`config.mk`:
```
export PLATFORM = sky130hd
export DESIGN_NAME = jtpopeye_dwnld_gen
export DESIGN_NICKNAME = d
export VERILOG_FILES = /design/src/rtl/jtpopeye_dwnld_pkg.sv /design/src/rtl/jtpopeye_dwnld_pacer.sv /design/src/rtl/jtpopeye_dwnld_gen.sv
export SDC_FILE = /design/constraint.sdc
export NUM_CORES = 1
export LEC_CHECK = 0
export CORE_MARGIN = 4
export CORE_UTILIZATION = 65
export DETAILED_ROUTE_END_ITERATION = 7
export DONT_BUFFER_PORTS = 1
export MAX_ROUTING_LAYER = met4
export PLACE_DENSITY = 0.79
export SYNTH_ARGS = -nofsm -noshare
export SYNTH_HDL_FRONTEND = slang
export SYNTH_SLANG_ARGS = --single-unit
```
`constraint.sdc`:
```
create_clock -name clk_rom -period 6 [get_ports clk_rom]
set_clock_uncertainty 0.05 [all_clocks]
set_input_delay 1.2 -clock clk_rom [delete_from_list [all_inputs] [get_ports clk_rom]]
set_output_delay 1.2 -clock clk_rom [all_outputs]
set_load 0.05 [all_outputs]
```
`src/rtl/jtpopeye_dwnld_pkg.sv`:
```
// jtpopeye_dwnld_pkg: shared state encodings and address width for the download generator
package jtpopeye_dwnld_pkg;
  localparam int ADDR_W = 22;
  typedef logic [2:0] state_t;
  localparam state_t ST_IDLE  = 3'd0;
  localparam state_t ST_WAIT  = 3'd1;
  localparam state_t ST_WRITE = 3'd2;
  localparam state_t ST_GAP   = 3'd3;
  localparam state_t ST_TAIL  = 3'd4;
endpackage

```
`src/rtl/jtpopeye_dwnld_pacer.sv`:
```
// jtpopeye_dwnld_pacer: loadable down-counter that parks at zero and flags it
module jtpopeye_dwnld_pacer #(
  parameter int W = 8
) (
  input  logic         clk,
  input  logic         rst_n,
  input  logic         load,
  input  logic         en,
  input  logic [W-1:0] val,
  output logic         zero
);
  logic [W-1:0] cnt;
  assign zero = cnt == '0;
  always_ff @(posedge clk or negedge rst_n)
    if (!rst_n) cnt <= '0;
    else if (load) cnt <= val;
    else if (en && !zero) cnt <= cnt - 1'b1;
endmodule

```
`src/rtl/jtpopeye_dwnld_gen.sv`:
```
// jtpopeye_dwnld_gen: byte stream to paced ioctl write strobes for ROM download.
// Define JTPOPEYE_DWNLD_CHKSUM_EN to add a 16-bit running checksum output.
module jtpopeye_dwnld_gen
  import jtpopeye_dwnld_pkg::*;
#(
  parameter int                WR_GAP   = 8,
  parameter int                TAIL     = 16,
  parameter logic [ADDR_W-1:0] MAX_ADDR = 22'h3FFFFF
) (
  input  logic              clk_rom,
  input  logic              rst_n,
  input  logic              start,
  input  logic [7:0]        src_data,
  input  logic              src_valid,
  input  logic              src_last,
  output logic              src_ready,
  output logic              downloading,
  output logic [ADDR_W-1:0] ioctl_addr,
  output logic [7:0]        ioctl_data,
  output logic              ioctl_wr,
  output logic              done,
`ifdef JTPOPEYE_DWNLD_CHKSUM_EN
  output logic [15:0]       chksum,
`endif
  output logic              overflow
);
  state_t            state;
  logic [ADDR_W-1:0] addr;
  logic              last_q, fin, gap_zero, tail_zero, at_max;
  assign src_ready = state == ST_WAIT;
  assign ioctl_wr  = state == ST_WRITE;
  assign at_max    = ioctl_addr == MAX_ADDR;
  jtpopeye_dwnld_pacer #(.W(8)) u_gap (
    .clk  (clk_rom),
    .rst_n(rst_n),
    .load (state == ST_WRITE),
    .en   (state == ST_GAP),
    .val  (8'(WR_GAP - 1)),
    .zero (gap_zero)
  );
  jtpopeye_dwnld_pacer #(.W(16)) u_tail (
    .clk  (clk_rom),
    .rst_n(rst_n),
    .load (state == ST_GAP && gap_zero && fin),
    .en   (state == ST_TAIL),
    .val  (16'(TAIL - 1)),
    .zero (tail_zero)
  );
  always_ff @(posedge clk_rom or negedge rst_n)
    if (!rst_n) begin
      state       <= ST_IDLE;
      addr        <= '0;
      last_q      <= 1'b0;
      fin         <= 1'b0;
      downloading <= 1'b0;
      done        <= 1'b0;
      overflow    <= 1'b0;
      ioctl_addr  <= '0;
      ioctl_data  <= '0;
    end else begin
      done <= 1'b0;
      case (state)
        ST_IDLE: if (start) begin
          state       <= ST_WAIT;
          downloading <= 1'b1;
          addr        <= '0;
          overflow    <= 1'b0;
        end
        ST_WAIT: if (src_valid) begin
          state      <= ST_WRITE;
          ioctl_addr <= addr;
          ioctl_data <= src_data;
          last_q     <= src_last;
        end
        ST_WRITE: begin
          state <= ST_GAP;
          fin   <= last_q || at_max;
          if (!last_q && at_max) overflow <= 1'b1;
          if (!at_max) addr <= ioctl_addr + 1'b1;
        end
        ST_GAP: if (gap_zero) state <= fin ? ST_TAIL : ST_WAIT;
        ST_TAIL: if (tail_zero) begin
          state       <= ST_IDLE;
          downloading <= 1'b0;
          done        <= 1'b1;
        end
        default: state <= ST_IDLE;
      endcase
    end
`ifdef JTPOPEYE_DWNLD_CHKSUM_EN
  always_ff @(posedge clk_rom or negedge rst_n)
    if (!rst_n) chksum <= '0;
    else if (state == ST_IDLE && start) chksum <= '0;
    else if (state == ST_WRITE) chksum <= chksum + {8'h00, ioctl_data};
`endif
endmodule

```
==> results of run 1 <==
[final timing paths]
path                                      startpoint                        end  slack [ps]  cells after the start
hold reg to reg                  addr[4]$_DFFE_PN0P_        addr[4]$_DFFE_PN0P_         430                      2
min in group asynchronous                      rst_n  u_tail.cnt[8]$_DFFE_PN0P_         490                      0
max in group asynchronous                      rst_n        addr[1]$_DFFE_PN0P_        5290                      0
hold / removal                   addr[4]$_DFFE_PN0P_        addr[4]$_DFFE_PN0P_         430                      2
setup / recovery                state[2]$_DFFE_PN0P_                   ioctl_wr        2720                      3
setup reg to reg           ioctl_addr[0]$_DFFE_PN0P_        addr[1]$_DFFE_PN0P_        3090                      6
[per-layer routing]
metal | up-vias | global-route usage, % | share of wire, %
met5 | - | - | 0
met4 | 0 | 7.77 | 1.1
met3 | 8 | 6.53 | 4.9
met2 | 54 | 36.8 | 50
met1 | 1357 | 30.7 | 44
li1 | 1312 | - | -
[flip-flops by register name, summed over array words and instances (netlist names)]
signal,count
downloading,1
ioctl_addr,22
done,1
state,3
addr,22
u_tail.cnt,16
overflow,1
fin,1
u_gap.cnt,8
last_q,1
ioctl_data,8
[stage by stage]
step                power [mW]  hold slack (ps)
floorplan                 1.70              393
global placement          1.80              406
detailed placement        1.84              415
CTS                       2.32              435
global route              2.45              460
finish                    2.31              427
[layout make-up]
cell class,count,area share [%]
Clock buffer,10,3.01
Tap cell,75,2.22
Antenna cell,1,0.0591
Clock inverter,6,2.63
Sequential cell,84,49.6
Inverter,8,0.709
Multi-Input combinational cell,270,41.7
[worst min-delay path, stage by stage (launching register included)]
cell and delay, ps:
dfrtp_1 340, nand2_1 40, o21ai_0 50
[cells in the final DEF, fill, tap and decap left out, types with 3 or more instances in the layout]
cell / instances
a21oi_1: 10
and3_1: 4
bufinv_16: 3
clkbuf_8: 9
dfrtp_1: 84
ha_1: 4
inv_1: 8
mux2_2: 31
mux2i_1: 4
nand2_1: 49
nand2b_1: 4
nand3_1: 13
nand3b_1: 3
nand4_1: 10
nand4b_1: 3
nor2_1: 33
nor3_1: 9
nor4_1: 6
o21ai_0: 30
or2_2: 3
xnor2_1: 10
xor2_1: 21
[power groups by stage]
stage | sequential, mW | clock, mW | combinational (mW)
2_1_floorplan | 1.22 | 0 | 0.478
3_3_place_gp | 1.29 | 0 | 0.515
3_5_place_dp | 1.29 | 0 | 0.542
4_1_cts | 1.29 | 0.488 | 0.545
5_1_grt | 1.32 | 0.517 | 0.612
6_report | 1.29 | 0.482 | 0.542
[cell families (layout without fill, tap and decap cells)]
logic type	after synthesis	after routing	share of synthesized area (%)
buf+inv	22	24	2.47
xor+xnor	31	31	6.86
compound gates	51	51	7.74
fa+ha+maj	4	4	1.26
simple gates	149	149	18.7
mux	35	35	9.83
flops	84	84	53.1
other cells	0	1	0
[synth_stat cells (all sizes together), types with 6 or more instances]
master | count | area share (%)
dfrtp | 84 | 53
o21ai | 32 | 4.3
nor4 | 6 | 0.95
inv | 8 | 0.76
a21oi | 10 | 1.3
nand4 | 10 | 1.6
nand3 | 13 | 1.6
nor2 | 34 | 3.2
xor2 | 21 | 4.6
nor3 | 10 | 1.4
mux2 | 31 | 8.8
nand2 | 49 | 4.6
xnor2 | 10 | 2.2
clkbuf | 10 | 0.98
==> results.json, run 1 <==
{
  "ys.flop_type": "dfrtp_1",
  "cap_violations": 0,
  "die_area_mm2": 0.00740,
  "core_mm2": 0.00592,
  "dpl_worst_slack_ps": 3100,
  "grt_pass1_vias": 2743,
  "slowest_stage": "inv_1",
  "post_cts_buffers": 0,
  "dpl.cell_count": 437,
  "seq_area_mm2": 0.00210,
  "finalCoreUtilization_pct": 71.5,
  "antenna_found_initial": 1,
  "grt_pass1_wl_um": 13500,
  "critPathTopFamily": "buffers and inverters",
  "syn_inst": 376,
  "hold_buffers": 0,
  "cts_buffers": 9,
  "cts.sinks": 84,
  "drt-vias-per-instance": 6.02,
  "cpPeakStageDelay_ps": 710,
  "startpoint_type": "flop",
  "slew_headroom_pct": 34.8,
  "yosys_warnings": 0,
  "grt_overflow": 0,
  "htreeDepth": 3,
  "area_growth_pct": 6.95,
  "stdcell_area_mm2": 0.00423,
  "critPathArrivalTime_ps": 2030,
  "min_path_type": "flop to flop",
  "cts_root_buffer": "clkbuf_8",
  "io_buffers": 0,
  "cts_tree": "yes",
  "grtUsageTotal_pct": 23.9,
  "drive_above_1_share_pct": 15.9,
  "p_clk_share_pct": 20.9,
  "synth-edff-count": 0,
  "intPower_mw": 1.27,
  "swShare_pct": 45.1,
  "cts.repair.resized": 0,
  "synth-seq-cells": 84,
  "max_freq_mhz": 304,
  "drv_slew": 0,
  "p_comb_share_pct": 23.4,
  "synthesis.area_mm2": 0.00396,
  "path_class": "flop to primary output",
  "p_switching_mw": 1.04,
  "required_ps": 4750,
  "wl_um": 7860,
  "stdcell_count": 454,
  "clock_latency_ps": 350,
  "crit_path_end_kind": "primary output",
  "drtPass1Iterations": 4,
  "finalHoldViolCount": 0,
  "path_clk_slew_ps": 80,
  "path_buf_inv": 1,
  "power.leakage_nw": 1.89,
  "antenna_left": 0,
  "vias": 2731,
  "power_density_mw_per_mm2": 546,
  "p_seq_share_pct": 55.7,
  "drt_iter0_markers": 227,
  "worst_pin_slew_ps": 975,
  "gp_congestion": 0.853,
  "die_x_um": 86.0,
  "dpl_cell_area_mm2": 0.00399,
  "clockBufferDepth": 2,
  "ys_seq_area_share_pct": 53.1,
  "setup_viol": 0,
  "fin_crit_sh_pct": 54.7,
  "multi_input_area_mm2": 0.00177,
  "synthArstFlopShare_pct": 100,
  "syn_avg_cell_area_um2": 10.5,
  "setup_slack_ps": 2720,
  "die_h_um": 86.0,
  "start_util_pct": 66.9,
  "hpwlAfterDp_um": 5160,
  "boundaryPins": 48,
  "outcome": "finished clean",
  "drc_errors": 0,
  "cp_cell_sequence": "nor2_1, nand2_1, inv_1",
  "fill_cells": 436,
  "rsz0062_at_grt": "no",
  "synth.distinct_cells": 42,
  "fin_tns_setup_ps": 0,
  "finalCriticalPeriod_ps": 3280,
  "crit_fanout": 14,
  "rows": 28,
  "nets": 390,
  "grt_max_degree": 85,
  "synthesis.nets": 393,
  "wire_per_inst_um": 17.3,
  "ir_worst_vdd_mv": 0.406
}
Power figures use the tool's default switching activity.
==> inputs of run 2 (changes only) <==
- CORE_UTILIZATION: 65 -> 63
- PLACE_DENSITY: 0.79 -> 0.77
- clock period: 6 -> 3.3 ns (I/O delays scaled with it)
==> run 2 against run 1 <==
Non-clock buffer count rose by 13. Sequential cell count unchanged. Sequential power up 64%. Final cell count grew 2.6%. Core utilization is 0.68 points higher. Critical endpoint is now addr[5]$_DFFE_PN0P_. Register-to-register slack lost 2400 ps. Via count rose by 2.6%. Critical path depth increased by 3. Sequential share of layout area decreased by 1.3 points. Setup slack lost 2100 ps. Count of clock-buffer cells in the layout did not move. Global-route usage fell by 0.13 points.
==> results.json, run 2 (synthesized netlist as in run 1, its figures left out) <==
{
  "outcome": "finished clean",
  "clock_latency_ps": 350,
  "cts.repair.resized": 0,
  "worst_pin_slew_ps": 901,
  "antenna_found_initial": 0,
  "grt_pass1_vias": 2812,
  "gp_congestion": 0.807,
  "cpPeakStageDelay_ps": 720,
  "cts_root_buffer": "clkbuf_8",
  "path_buf_inv": 1,
  "critPathTopFamily": "simple AND/OR/NAND/NOR gates",
  "multi_input_area_mm2": 0.00177,
  "r2r_cells": 6,
  "ir_worst_vdd_mv": 0.648,
  "largestRegisters": "addr (22), ioctl_addr (22), u_tail.cnt (16)",
  "grt_overflow": 0,
  "die_h_um": 87.3,
  "setup_viol": 0,
  "drc_errors": 0,
  "die_x_um": 87.3,
  "grt_pass1_wl_um": 13500,
  "seq_area_mm2": 0.00210,
  "slew_headroom_pct": 39.8,
  "met2_length_um": 3790,
  "max_freq_mhz": 378,
  "power.leakage_nw": 1.97,
  "io_buffers": 0,
  "finalCriticalPeriod_ps": 2650,
  "critPathArrivalTime_ps": 2860,
  "wire_per_inst_um": 17.0,
  "hpwlAfterDp_um": 5320,
  "startpoint_type": "flop",
  "reg2reg_to": "addr[5]$_DFFE_PN0P_",
  "antenna_left": 0,
  "drv_slew": 0,
  "boundaryPins": 48,
  "finalCoreUtilization_pct": 72.2,
  "path_clk_slew_ps": 90,
  "crit_fanout": 11,
  "rows": 28,
  "clockBufferDepth": 2,
  "htreeDepth": 3,
  "path_class": "flop to flop",
  "dpl.cell_count": 449,
  "area_growth_pct": 9.89,
  "grt_max_degree": 85,
  "final_common_cell": "dfrtp_1",
  "cap_violations": 0,
  "cts_buffers": 9,
  "rsz0062_at_grt": "no",
  "power_density_mw_per_mm2": 990,
  "post_cts_buffers": 0,
  "grtUsageTotal_pct": 23.7,
  "fin_crit_sh_pct": 80.2,
  "met3_length_um": 460,
  "drt-vias-per-instance": 6.01,
  "drive_above_1_share_pct": 18.7,
  "cts_tree": "yes",
  "dr.max_layer_used": "met4",
  "hold_buffers": 1,
  "layout_common_cells": "dfrtp_1, nand2_1, nor2_1",
  "cp_cell_sequence": "nand4_1, nor4_1, a41o_1, buf_4, nand2_1, o21ai_0",
  "cp.depth": 6,
  "stdcell_count": 466,
  "nets": 403,
  "reg2reg_slack_ps": 650,
  "fin_tns_setup_ps": 0,
  "cts.sinks": 84,
  "fill_cells": 439,
  "die_area_mm2": 0.00762,
  "finalHoldViolCount": 0,
  "m1WireLength_um": 3620,
  "drt_iter0_markers": 147,
  "drtPass1Iterations": 4,
  "wl_um": 7930,
  "startpoint": "ioctl_addr[15]$_DFFE_PN0P_",
  "required_ps": 3520,
  "crit_path_end_kind": "flop",
  "endpoint": "addr[5]$_DFFE_PN0P_",
  "diodes": 0,
  "min_path_type": "input port to async pin",
  "core_mm2": 0.00603,
  "slowest_stage": "dfrtp_1",
  "vias": 2802,
  "start_util_pct": 65.7,
  "power.total_mw": 4.31,
  "rr_startpoint": "ioctl_addr[15]$_DFFE_PN0P_"
}
## run 2: cell count changes in the layout (fill, tap and decap cells not counted), sizes merged
| cell | before | now |
|---|---|---|
| buf | 0 | 13 |
| diode | 1 | 0 |
| clkinvlp | 1 | 0 |
| clkinv | 1 | 3 |
| inv | 9 | 8 |
## run 2: area by class of cell
class,instances,share of cell area (%)
flip-flops and latches,84,48.3
multi-input cells,270,40.6
clock buffers,10,2.93
repair buffers,13,2.70
clock inverters,6,2.59
well taps,75,2.16
inverters,8,0.690
## run 2: worst min path at each step
| stage | end | slack (ps) | depth (start not counted) |
|---|---|---|---|
| final | u_tail.cnt[15]$_DFFE_PN0P_ | 140 | 1 |
| after global placement | u_tail.cnt[7]$_DFFE_PN0P_ | 320 | 0 |
| after CTS | ioctl_data[0]$_DFFE_PN0P_ | 170 | 1 |
| after global routing | u_tail.cnt[10]$_DFFE_PN0P_ | 160 | 1 |
| after floorplan | addr[0]$_DFFE_PN0P_ | 310 | 0 |
| after detailed placement | u_tail.cnt[8]$_DFFE_PN0P_ | 320 | 0 |
## run 2: worst reg2reg max path, delay by kind of cell, from the launching register on
kind / cells / cell delay, ps
AO/OA/AOI/OAI: 2 / 600
buffers and inverters: 1 / 260
flip-flops: 1 / 720
AND/OR/NAND/NOR: 3 / 920
## run 2: stage by stage
stage | setup WS, ps | instance area, um^2 | hold WS (ps)
global route | 403 | 4350 | 161
CTS | 708 | 4350 | 167
global placement | 849 | 4080 | 316
finish | 655 | 4350 | 137
floorplan | 1000 | 3960 | 314
detailed placement | 733 | 4080 | 317
## run 2: where the power goes
part	leakage, nW	switching (mW)	internal, mW
combinational	0.756	0.810	0.520
sequential	1.09	0.739	1.37
clock	0.120	0.364	0.504
## run 2: routing by layer
| metal | track usage [%] | vias up |
|---|---|---|
| met5 | - | - |
| met4 | 6.00 | 0 |
| met3 | 8.04 | 10 |
| met2 | 35.3 | 67 |
| met1 | 31.5 | 1399 |
| li1 | - | 1326 |
==> inputs of run 3 (changes only) <==
- CORE_UTILIZATION: 63 -> 57
- PLACE_DENSITY: 0.77 -> 0.73
- clock period: 3.3 -> 2.29 ns (I/O delays scaled with it)
==> run 3 against run 2 <==
The flow now finishes with violations (hold timing). Power rose by 47%. Final area rose by 3.6%. Critical path depth fell by 1. Register-to-register slack got worse by 530 ps. Sequential cell count did not move. Non-clock buffer count rose by 22. Fmax rose by 22%. Combinational power rose by 89%. Global-route usage fell by 2.9 points. Largest cell class unchanged. Largest power group unchanged.
==> results.json, run 3 (synthesized netlist as in run 1, its figures left out) <==
{
  "p_clk_share_pct": 19.2,
  "fin_crit_sh_pct": 94.4,
  "die_h_um": 91.3,
  "grt_pass1_wl_um": 13600,
  "power_density_mw_per_mm2": 1410,
  "layout_common_cells": "dfrtp_1, nand2_1, buf_4",
  "intPower_mw": 3.58,
  "grt_pass1_vias": 2858,
  "antenna_found_initial": 0,
  "core_mm2": 0.00676,
  "hpwlAfterDp_um": 5570,
  "final_common_cell": "dfrtp_1",
  "wl_um": 8030,
  "largestRegisters": "addr (22), ioctl_addr (22), u_tail.cnt (16)",
  "stdcell_area_mm2": 0.00451,
  "cts.sinks": 84,
  "max_freq_mhz": 463,
  "nets": 425,
  "fin_tns_setup_ps": 0,
  "critPathArrivalTime_ps": 2360,
  "slew_headroom_pct": 48.0,
  "boundaryPins": 48,
  "seq_area_mm2": 0.00210,
  "gp_congestion": 0.813,
  "path_class": "flop to flop",
  "finalCoreUtilization_pct": 66.7,
  "startpoint_type": "flop",
  "cap_violations": 0,
  "post_cts_buffers": 0,
  "drc_errors": 0,
  "htreeDepth": 3,
  "r2r_cells": 5,
  "setup_slack_ps": 129,
  "drtPass1Iterations": 6,
  "dpl_worst_slack_ps": 147,
  "clock_latency_ps": 350,
  "grt_overflow": 0,
  "multi_input_area_mm2": 0.00176,
  "diodes": 0,
  "antenna_left": 0,
  "vias": 2872,
  "worst_pin_slew_ps": 777,
  "finalHoldViolCount": 84,
  "p_comb_share_pct": 39.7,
  "min_path_type": "input port to async pin",
  "clockBufferDepth": 2,
  "power.leakage_nw": 2.07,
  "dpl_cell_area_mm2": 0.00427,
  "cts_root_buffer": "clkbuf_8",
  "swShare_pct": 43.5,
  "die_x_um": 91.3,
  "cpPeakStageDelay_ps": 580,
  "violations": "hold timing",
  "crit_path_end_kind": "flop",
  "drt-vias-per-instance": 5.83,
  "cp_cell_sequence": "or4_4, or4b_4, o211ai_2, xor2_1, nor2_1",
  "rows": 30,
  "drive_above_1_share_pct": 23.5,
  "fill_cells": 544,
  "wire_per_inst_um": 16.3,
  "rsz0062_at_grt": "no",
  "io_buffers": 0,
  "outcome": "finished with violations",
  "p_switching_mw": 2.76,
  "setup_viol": 0,
  "area_growth_pct": 13.8,
  "slowest_stage": "or4b_4",
  "whs_ps": -257,
  "cts_tree": "yes",
  "die_area_mm2": 0.00834,
  "path_clk_slew_ps": 90,
  "grtUsageTotal_pct": 20.9,
  "drt_iter0_markers": 140,
  "required_ps": 2480,
  "ir_worst_vdd_mv": 0.842,
  "cts_buffers": 9,
  "crit_fanout": 8,
  "drv_slew": 0,
  "finalCriticalPeriod_ps": 2160,
  "grt_max_degree": 85,
  "cts.repair.resized": 0,
  "start_util_pct": 58.6,
  "p_seq_share_pct": 41.1
}
==> run 3: power groups by stage <==
stage	sequential [mW]	combinational (mW)	clock (mW)
3_5_place_dp	2.64	2.53	0
2_1_floorplan	3.20	1.25	0
4_1_cts	2.61	2.54	1.24
5_1_grt	2.68	2.74	1.31
6_report	2.60	2.52	1.22
3_3_place_gp	2.61	2.47	0
==> run 3: per-stage QoR <==
step | instances | total power [mW]
floorplan | 376 | 4.46
global placement | 477 | 5.09
detailed placement | 477 | 5.16
CTS | 493 | 6.39
global route | 493 | 6.72
finish | 493 | 6.34
==> run 3: final cells by class <==
type                            count  area share [%]
Multi-Input combinational cell    270            39.1
Inverter                            8           0.666
Tap cell                           80            2.22
Clock buffer                       11            3.36
Timing Repair Buffer               35            6.11
Sequential cell                    84            46.7
Clock inverter                      5            1.86
==> run 3: final timing paths <==
check	slack (ps)	from	endpoint
max	130	u_tail.cnt[10]$_DFFE_PN0P_	u_tail.cnt[7]$_DFFE_PN0P_
min	-260	rst_n	u_gap.cnt[6]$_DFFE_PN0P_
max reg2reg	130	u_tail.cnt[10]$_DFFE_PN0P_	u_tail.cnt[7]$_DFFE_PN0P_
min reg2reg	430	addr[18]$_DFFE_PN0P_	addr[18]$_DFFE_PN0P_
max in group asynchronous	2310	rst_n	u_tail.cnt[8]$_DFFE_PN0P_
min in group clk_rom	190	start	state[0]$_DFFE_PN0P_
==> run 3: critical path, delay by kind of cell (launching register included) <==
family                    cells  cell delay [ps]
and+or+nand+nor               3             1210
DFF                           1              430
AOI/OAI and AO/OA             1              190
xor gates and xnor gates      1              170
==> run 3: layer usage <==
metal  vias to the layer above  wire [um]  GRT usage [%]  share of wire [%]
li1                       1375          -              -                  -
met1                      1435       3540           25.5                 44
met2                        48       4010           33.2                 50
met3                        14        370           6.46                4.6
met4                         0        115           6.91                1.4
met5                         -          0              -                  0
